**src/rtl/mem_io_arbiter.sv**
```systemverilog
// Single-port data-memory arbiter for N requesters: round-robin or fixed
// priority, channel locking for bursts, and read returns tagged per channel.
module mem_io_arbiter #(
   parameter int unsigned N_CH   = 2,
   parameter int unsigned ADDR_W = 19,
   parameter int unsigned DATA_W = 8,
   parameter int unsigned RD_LAT = 1,
   parameter int unsigned RR_EN  = 1
) (
   input  logic                       clk,
   input  logic                       rst,
   input  logic                       enable,
   input  logic [N_CH-1:0]            req,
   input  logic [N_CH-1:0]            we,
   input  logic [N_CH-1:0]            lock,
   input  logic [N_CH*ADDR_W-1:0]     addr,
   input  logic [N_CH*DATA_W-1:0]     wdata,
   output logic [N_CH-1:0]            gnt,
   output logic [N_CH-1:0]            rvalid,
   output logic [DATA_W-1:0]          rdata,
   output logic [ADDR_W-1:0]          mem_addr,
   output logic [DATA_W-1:0]          mem_wdata,
   output logic                       mem_wren,
   input  logic [DATA_W-1:0]          mem_rdata,
   output logic [$clog2(N_CH)-1:0]    owner,
   output logic                       busy
);

   localparam int unsigned CH_W = $clog2(N_CH);

   logic [CH_W-1:0]   rr_ptr_q, rr_ptr_d;
   logic              lock_vld_q, lock_vld_d;
   logic [CH_W-1:0]   lock_own_q, lock_own_d;
   logic [CH_W-1:0]   owner_q, owner_d;
   logic [RD_LAT-1:0] tag_vld_q, tag_vld_d;
   logic [CH_W-1:0]   tag_ch_q [RD_LAT];
   logic [CH_W-1:0]   tag_ch_d [RD_LAT];

   logic              win_vld;
   logic [CH_W-1:0]   win;

   // Winner: a still-requesting lock owner first, else a search from the pointer.
   always_comb begin
      int unsigned idx;
      win_vld = 1'b0;
      win     = '0;
      idx     = 0;
      if (rst && enable) begin
         if (lock_vld_q && req[lock_own_q]) begin
            win_vld = 1'b1;
            win     = lock_own_q;
         end else begin
            for (int unsigned k = 0; k < N_CH; k++) begin
               idx = (RR_EN != 0) ? 32'(rr_ptr_q) + k : k;
               if (idx >= N_CH) idx = idx - N_CH;
               if (!win_vld && req[idx]) begin
                  win_vld = 1'b1;
                  win     = CH_W'(idx);
               end
            end
         end
      end
   end

   always_comb begin
      gnt       = '0;
      mem_addr  = '0;
      mem_wdata = '0;
      mem_wren  = 1'b0;
      if (win_vld) begin
         gnt[win]  = 1'b1;
         mem_addr  = addr[32'(win) * ADDR_W +: ADDR_W];
         mem_wdata = wdata[32'(win) * DATA_W +: DATA_W];
         mem_wren  = we[win];
      end
   end

   always_comb begin
      rvalid = '0;
      if (tag_vld_q[RD_LAT-1]) rvalid[tag_ch_q[RD_LAT-1]] = 1'b1;
   end

   assign rdata = mem_rdata;
   assign busy  = |tag_vld_q;
   assign owner = owner_q;

   // No grant (enable low or nobody eligible) always drops the lock.
   always_comb begin
      rr_ptr_d   = rr_ptr_q;
      owner_d    = owner_q;
      lock_vld_d = 1'b0;
      lock_own_d = lock_own_q;
      if (win_vld) begin
         rr_ptr_d   = (32'(win) + 1 == N_CH) ? '0 : win + 1'b1;
         owner_d    = win;
         lock_vld_d = lock[win];
         lock_own_d = win;
      end
      tag_vld_d[0] = win_vld && !we[win];
      tag_ch_d[0]  = win;
      for (int unsigned i = 1; i < RD_LAT; i++) begin
         tag_vld_d[i] = tag_vld_q[i-1];
         tag_ch_d[i]  = tag_ch_q[i-1];
      end
   end

   always_ff @(posedge clk) begin
      if (!rst) begin
         rr_ptr_q   <= '0;
         lock_vld_q <= 1'b0;
         lock_own_q <= '0;
         owner_q    <= '0;
         tag_vld_q  <= '0;
         for (int unsigned i = 0; i < RD_LAT; i++) tag_ch_q[i] <= '0;
      end else begin
         rr_ptr_q   <= rr_ptr_d;
         lock_vld_q <= lock_vld_d;
         lock_own_q <= lock_own_d;
         owner_q    <= owner_d;
         tag_vld_q  <= tag_vld_d;
         tag_ch_q   <= tag_ch_d;
      end
   end

endmodule

```
**config.mk**
```make
export PLATFORM = sky130hd
export DESIGN_NAME = mem_io_arbiter
export DESIGN_NICKNAME = d
export VERILOG_FILES = /design/src/rtl/mem_io_arbiter.sv
export SDC_FILE = /design/constraint.sdc
export NUM_CORES = 1
export LEC_CHECK = 0
export ABC_AREA = 1
export CORE_UTILIZATION = 24
export DETAILED_ROUTE_END_ITERATION = 8
export PLACE_DENSITY = 0.83
export SYNTH_ARGS = -nofsm -noshare
export SYNTH_HDL_FRONTEND = slang
export SYNTH_SLANG_ARGS = --single-unit
```
**constraint.sdc**
```tcl
create_clock -name clk -period 1.4 [get_ports clk]
set_clock_uncertainty 0.1 [all_clocks]
set_input_delay 0.14 -clock clk [delete_from_list [all_inputs] [get_ports clk]]
set_output_delay 0.14 -clock clk [all_outputs]
set_load 0.01 [all_outputs]
```
Word-level counts from Yosys, hierarchy flattened
Index checks and enable logic that the tools add are counted.

storage, ports and cells
  output and inout bits = 42
  flip-flop bits (word level) = 5
  word-level logic and storage cells = 68

operators by class
  multiplexer cells = 36
  $mul = 1
  eq/ne operators = 1
  add/sub/neg operators = 5
  shift operators = 2
  order comparisons = 9
  reductions and logical operators = 9

operators by type and width
  cell                                                                            count
  32-bit two-way mux                                                              6
  32-bit by 2-bit less-than comparator with 1-bit output (second input constant)  2
  38-bit by 7-bit indexed part select with 19-bit output                          1
  1-bit two-way mux                                                               24
  19-bit two-way mux                                                              1
  16-bit by 5-bit indexed part select with 8-bit output                           1
  8-bit two-way mux                                                               1
  1-bit logical AND                                                               6
  1-bit by 2-bit less-than comparator with 1-bit output (second input constant)   3
  1-bit by 5-bit multiplier with 6-bit output (second input constant)             1
  1-bit by 1-bit adder with 2-bit output (second input constant)                  2
  2-bit two-way mux                                                               2
  1-bit by 2-bit subtractor with 3-bit output (second input constant)             1
  2-bit by 2-bit subtractor with 3-bit output (second input constant)             1
  1-bit demux with 1-bit select                                                   2
  2-bit equality test (second input constant)                                     1
  1-bit >= comparator (second input constant)                                     2
  1-bit by 2-bit >= comparator with 1-bit output (second input constant)          1
  2-bit >= comparator (second input constant)                                     1
  1-bit logical NOT                                                               2
  2-bit AND reduction                                                             1
  1-bit adder (second input constant)                                             1

Longest topological paths before layout
Gate-level depths: netlist (run 1).

  word-level depth = 20
  depth in mapped cells = 9
  depth with buffers taken out = 7

Least setup slack after synthesis (run 1)
Ideal clock, no wire load.

  path type = register -> output
  from = reg owner (netlist name)
  to = out mem_addr[12]
  setup slack = 92 ps
  arrival = 1,068 ps
  stages on the path, launching flop included = 7
  cells stage by stage = dfxtp_1 -> nand2_1 -> nand3_2 -> nand2_4 -> nand2_2 -> buf_6 -> o21ai_0

RTL lines
  element           RTL line  source
  end: declaration  21        output logic [ADDR_W-1:0] mem_addr,

Worst setup path after layout (run 1)
  from = reg lock_vld_q
  to = out mem_addr[17]

on the way
  cells in the longest elaborated chain, start to end = 6
  elaborated cells on any way between the ends = 8
  those cells by class = mul: 1; shift: 1; mux: 5; reduce/logical: 1

ends and longest elaborated chain
  element                                                 RTL line  source
  start: declaration                                      32        logic lock_vld_q, lock_vld_d;
  start signal: assignment                                117       lock_vld_q <= lock_vld_d;
  1-bit logical AND (*)                                   49        if (lock_vld_q && req[lock_own_q]) begin
  1-bit two-way mux                                       49
  1-bit two-way mux                                       48        if (rst && enable) begin
  1-bit by 5-bit multiplier with 6-bit output             72        mem_addr = addr[32'(win) * ADDR_W +: ADDR_W];
  38-bit by 7-bit indexed part select with 19-bit output  72
  19-bit two-way mux (*)                                  70        if (win_vld) begin

Every way passes the cells marked *; elsewhere a longest branch is shown, timed or not.

==> results.md, run 1 <==
- Clk_lat worst skew: 0.24 ns
- CP Data Required Time: 1.16 ns
- Inserted Diodes: 0
- Startpoint Class: flop
- Final GP Congestion: 0.757
- Net count, final: 305
- M2 GR Usage: 29.1%
- Met1 Usage GRT: 15.8%
- Initial drt markers: 14
- Commonest non-fill, non-tap cell in the layout: clkdlybuf4s50_1
- Sw Share: 31.8%
- Syn Area/Cell: 5.94 sq um
- Unrepaired setup endpoints after global routing: yes
- Sequential group share of total power: 19.6%
- Ys Warns: 0
- Yosys reg bits: 5
- Critical path fanouts, max: 6
- Global routing's busiest layer: met2
- Core area: 0.00308 sq mm
- Switching power: 251 uW
- Area after DPL: 0.00178 sq mm
- Maxcap violations: 0
- PortBufs: 96
- Tightest Pin Transition: 0.187 ns
- Area growth syn-to-layout: 154%
- Final ANT Viol Nets: 0
- Setup crit end kind: output port
- Violated checks: setup timing
- Worst Path Arrival: 1.39 ns
- Initial Utilization: 25.5%
- GRT Residual Overflow: 0
- Post-route DRC: 0
- FP Rows: 20
- Fmax: 614 MHz
- Total Power Consumption: 789 uW
- CTS sink count: 5
- Post-detailed-routing wire length: 2.96 mm
- Hold crit path type: input pin to output port
- Chip Height: 59.2 um
- Fill cells: 285
- PwrDens: 395 mW/mm^2
- Mapped Nets: 203
- TritonCTS clock tree: yes
- Met3 Use GR: 6.11%
- Clock slew at reported path FFs: 0.04 ns
- Period utilization: 116%
- Critical path class: flop to output port
- Sequential share of the synthesized area: 12.8%
- Max Slew Vio Count: 0
- Hold WS: 0.180 ns
- Clock Path Buffers: 2
- Register area: 101 sq um
- Drt first pass iters: 2
- I/O Pins: 113
- Clk pwr share: 21.5%
- Outcome: finished, violations left
- Post-layout util: 64.8%
- Synthesized area: 785 sq um
- Final setup vio count: 30
- H-tree lvl count: 1
- Final std cell area, no fill: 0.00200 sq mm
- Final min period: 1.63 ns
- Peak supply drop: 0.000387 V
- Hpwl dp: 2.09 mm
- Count of cell types in the netlist: 18
- Most frequent cells in the layout: clkdlybuf4s50_1 (58), inv_1 (32), buf_2 (28), o21ai_2 (23), nand2_2 (18)
- Routed vias/inst: 4.16
- Pin count of the biggest net entering global routing: 13
- Endpoints failing hold: 0
- Syn Inst Count: 132
- Final Worst Setup Slack: -0.228 ns
- Multi-input logic area: 591 sq um
- Vias post-DR: 1151
- Wire per inst: 10.7 um
- Post-synth top area cell: inv_1
- Post-place setup slack: -0.726 ns
- Vias in the first global route: 968
- LEAKAGE: 1.09 nW
- Die W: 59.2 um
- Layout cells sized above 1: 47.6%
- Logic gate share of total power: 58.9%
- Normalized max-slew margin: 87.5%
- Top cells by area, synth: inv_1 (17%), dfxtp_1 (13%), o21ai_2 (12%)
- GRT Total Usage: 15.6%
- CTS Buf Count: 3
- First-pass GRT wire length: 4.06 mm
- Die area: 0.00350 sq mm
- Initial antenna violation count: 0
- Yosys top cell area share: 16.7%
- P_int: 538 uW
- CTS Root Cell: clkbuf_4
-- cell families (layout without fill, tap and decap cells) --
kind of cell           count (synthesis)  in the layout  share of synthesized area (%)
AOI/OAI and AO/OA                     32             32                           25.7
and+or+nand+nor                       43             43                           27.3
DFF                                    5              5                           12.8
buffers and inverters                 52            153                           34.3
-- sequential cells by signal, indices dropped and copies added, names as in the netlist --
signal	cells
busy	1
lock_vld_q	1
owner	1
rr_ptr_q	1
tag_ch_q	1
-- what timing repair did --
action,CTS,global route
setup buffers,3,1
pin swaps,3,1
hold buffers,0,0
endpoints found under the setup margin,33,31
gates cloned,3,2
gates resized for setup,168,35
-- per-stage QoR --
stage	TNS, ns	instances
3_5_place_dp	-20.09	265
3_3_place_gp	-19.23	265
2_1_floorplan	0	132
4_1_cts	-6.42	275
6_report	-6.01	277
5_1_grt	-8.18	277
-- area by class of cell --
| type | instances | area share [%] |
|---|---|---|
| Multi-Input combinational cell | 75 | 29.6 |
| Inverter | 38 | 7.77 |
| Clock buffer | 4 | 1.32 |
| Timing Repair Buffer | 111 | 53.5 |
| Sequential cell | 5 | 5.08 |
| Tap cell | 44 | 2.76 |
-- power by group through the flow --
stage               registers [mW]  logic [mW]  clock network [mW]
finish                       0.155       0.465               0.169
global route                 0.155       0.499               0.185
CTS                          0.154       0.432               0.175
detailed placement           0.155       0.426                   0
global placement             0.155       0.420                   0
floorplan                    0.156       0.152                   0
-- critical path: stages (launching register included) --
cell and delay [ns]:
dfxtp_2 0.33, inv_2 0.04, nand2_2 0.07, nand3_4 0.09
nand2_8 0.12, clkinv_8 0.09, clkbuf_16 0.17, nand2_2 0.06
o21ai_2 0.04, buf_2 0.13
-- synth_stat cells, drive strengths merged --
cell type and n:
a21oi 3, nand2 38, nand3 2, dfxtp 5, buf 14, inv 38, nor2 3, o21ai 29
-- path summary, 6_finish.rpt --
path | startpoint | endpoint | slack [ns] | cells past startpoint
max | lock_vld_q | mem_addr[17] | -0.23 | 9
min | mem_rdata[0] | rdata[0] | 0.18 | 0
max reg2reg | lock_vld_q | lock_vld_q | 0.05 | 9
min reg2reg | rr_ptr_q | rr_ptr_q | 0.38 | 2
-- metal layers --
metal  part of all wire [%]  wire length, um
met1                     36             1060
met2                     54             1600
met3                    9.3              277
met4                   0.64               19
met5                      0                0
No activity file was read; power rests on OpenSTA's default activity.
==> inputs of run 2 (changes only) <==
--- a/config.mk
+++ b/config.mk
@@ -6,6 +6,7 @@
 export NUM_CORES = 1
 export LEC_CHECK = 0
 export ABC_AREA = 1
+export CORE_MARGIN = 2
 export CORE_UTILIZATION = 24
 export DETAILED_ROUTE_END_ITERATION = 8
 export PLACE_DENSITY = 0.83
==> results.md, run 2 (synthesized netlist as in run 1, its figures left out) <==
- Startpoint Class: flop
- Peak supply drop: 0.000507 V
- Chip Height: 61.2 um
- CTS Root Cell: clkbuf_4
- Maxcap violations: 0
- Endpoints failing hold: 0
- Net count, final: 307
- Final min period: 1.61 ns
- P_int: 531 uW
- Switching power: 235 uW
- Drt first pass iters: 3
- Initial antenna violation count: 0
- Unrepaired setup endpoints after global routing: yes
- Wire per inst: 10.9 um
- Logic gate share of total power: 58.5%
- Critical path class: flop to output port
- PortBufs: 96
- FP Rows: 20
- Clk_lat worst skew: 0.24 ns
- Die W: 61.2 um
- Final setup TNS: -5.69 ns
- Post-detailed-routing wire length: 3.04 mm
- Hold crit path type: input pin to output port
- Pin count of the biggest net entering global routing: 10
- Fmax: 620 MHz
- Normalized max-slew margin: 89.4%
- Post-route DRC: 0
- Final ANT Viol Nets: 0
- CTS sink count: 5
- GRT Total Usage: 15.4%
- CP Data Required Time: 1.16 ns
- Hpwl dp: 2.28 mm
- Setup crit end kind: output port
- Sw Share: 30.7%
- Final std cell area, no fill: 0.00189 sq mm
- Reg2Reg Setup Slack: 0.08 ns
- First-pass GRT wire length: 4.34 mm
- Max Slew Vio Count: 0
- Vias in the first global route: 1054
- Cell mode on critical path: nand2_8
- Hold_sp: mem_rdata[0]
- Worst Path Arrival: 1.37 ns
- LEAKAGE: 0.989 nW
- Clock slew at reported path FFs: 0.04 ns
- Area after DPL: 0.00175 sq mm
- Commonest non-fill, non-tap cell in the layout: clkdlybuf4s50_1
- Critical-path cell list: nand2_1 -> nand3_4 -> nand2_8 -> nand2_8 -> buf_6 -> o21ai_2 -> buf_2
- Reg-to-reg startpoint: lock_vld_q
- Die area: 0.00374 sq mm
- H-tree lvl count: 1
- CP startpoint: lock_vld_q
- Period utilization: 115%
- Core area: 0.00308 sq mm
- Clk pwr share: 21.3%
- Final Worst Setup Slack: -0.213 ns
- Reg2reg path depth: 7
- Outcome: finished, violations left
- Critical path fanouts, max: 5
- Layout cells sized above 1: 44.3%
- Final GP Congestion: 0.756
- Vias post-DR: 1171
- Worst reg2reg path endpoint: owner
- WHS Endpoint: rdata[0]
- Sequential group share of total power: 20.2%
- Delay-heaviest family, CP: simple AND/OR/NAND/NOR gates
- TritonCTS clock tree: yes
- Total Power Consumption: 766 uW
- Hold Buf Count CTS: 0
- Area growth syn-to-layout: 141%
- Inserted Diodes: 0
- Most frequent cells in the layout: clkdlybuf4s50_1 (58), inv_1 (32), o21ai_2 (28), buf_2 (28), nand2_1 (23)
- GRT Residual Overflow: 0
- Fill cells: 296
- WP buf/inv: 2
- I/O Pins: 113
- CTS Buf Count: 3
- Initial drt markers: 14
- Final setup vio count: 30
- PwrDens: 406 mW/mm^2
- Routed vias/inst: 4.20
- Violated checks: setup timing
- Slowest-stage cell, CP: dfxtp_2
- Clock Path Buffers: 2
- Min-Delay Path Depth: 0
- Initial Utilization: 25.5%
- Peak per-stage delay on the critical path: 0.31 ns
- Tightest Pin Transition: 0.159 ns
[run 2: changes by cell type in the layout (fill, tap and decap cells not counted), sizes merged]
cell	change
clkbuf	-2
inv	+1
buf	+4
clkinv	-1
[run 2: worst register-to-register path, cell delays in order (launching register included)]
cell	delay [ns]
dfxtp_2	0.32
nand2_1	0.09
nand3_4	0.12
nand2_8	0.09
buf_6	0.13
buf_4	0.13
buf_4	0.12
a21oi_1	0.14
[run 2: how the worst max path moves through the flow]
stage	to	slack [ns]	cells past startpoint
final	mem_addr[18]	-0.21	7
after CTS	mem_addr[4]	-0.26	8
after floorplan	mem_addr[12]	0.09	6
after global routing	mem_addr[16]	-0.28	7
after global placement	mem_addr[4]	-0.69	9
after detailed placement	mem_addr[3]	-0.73	9
[run 2: power groups by stage]
stage | Combinational (mW) | Sequential (mW) | Clock, mW
4_1_cts | 0.429 | 0.154 | 0.170
5_1_grt | 0.486 | 0.155 | 0.182
3_3_place_gp | 0.413 | 0.155 | 0
2_1_floorplan | 0.152 | 0.156 | 0
6_report | 0.448 | 0.155 | 0.163
3_5_place_dp | 0.418 | 0.155 | 0
[run 2: final cells by class]
type / instances / area [sq um] / area share, %
flip-flops and latches: 5 / 103 / 5.44
multi-input cells: 75 / 523 / 27.7
well taps: 44 / 55.1 / 2.92
repair buffers: 113 / 1030 / 54.4
clock buffers: 4 / 26.3 / 1.39
inverters: 38 / 153 / 8.09
[run 2: layer usage]
| metal | track usage [%] | vias up | part of all wire (%) | routed length (um) |
|---|---|---|---|---|
| li1 | - | 587 | - | - |
| met1 | 15.4 | 520 | 33 | 989 |
| met2 | 29.5 | 60 | 56 | 1690 |
| met3 | 5.25 | 4 | 11 | 322 |
| met4 | 4.66 | 0 | 1.2 | 35 |
| met5 | 0 | - | 0 | 0 |
[run 2: stage by stage]
stage	utilization, %	std cells	worst slack [ns]	hold slack, ns
finish	61.3	279	-0.213	0.180
global route	61.3	279	-0.276	0.180
CTS	58.7	279	-0.258	0.180
detailed placement	57.0	267	-0.733	0.180
global placement	57.0	267	-0.694	0.180
floorplan	-	132	0.0921	0.153
[run 2: timing repair]
| item | in CTS | in global routing |
|---|---|---|
| setup endpoints to repair | 33 | 33 |
| pin swaps | 10 | 7 |
| cloned | 4 | 0 |
| setup buffers | 5 | 0 |
| gates resized for setup | 174 | 20 |
==> inputs of run 3 (changes only) <==
--- a/config.mk
+++ b/config.mk
@@ -6,7 +6,6 @@
 export NUM_CORES = 1
 export LEC_CHECK = 0
 export ABC_AREA = 1
-export CORE_MARGIN = 2
 export CORE_UTILIZATION = 24
 export DETAILED_ROUTE_END_ITERATION = 8
 export PLACE_DENSITY = 0.83
==> results of run 3 <==
No change in the layout: final DEF, timing and power equal those of run 1.
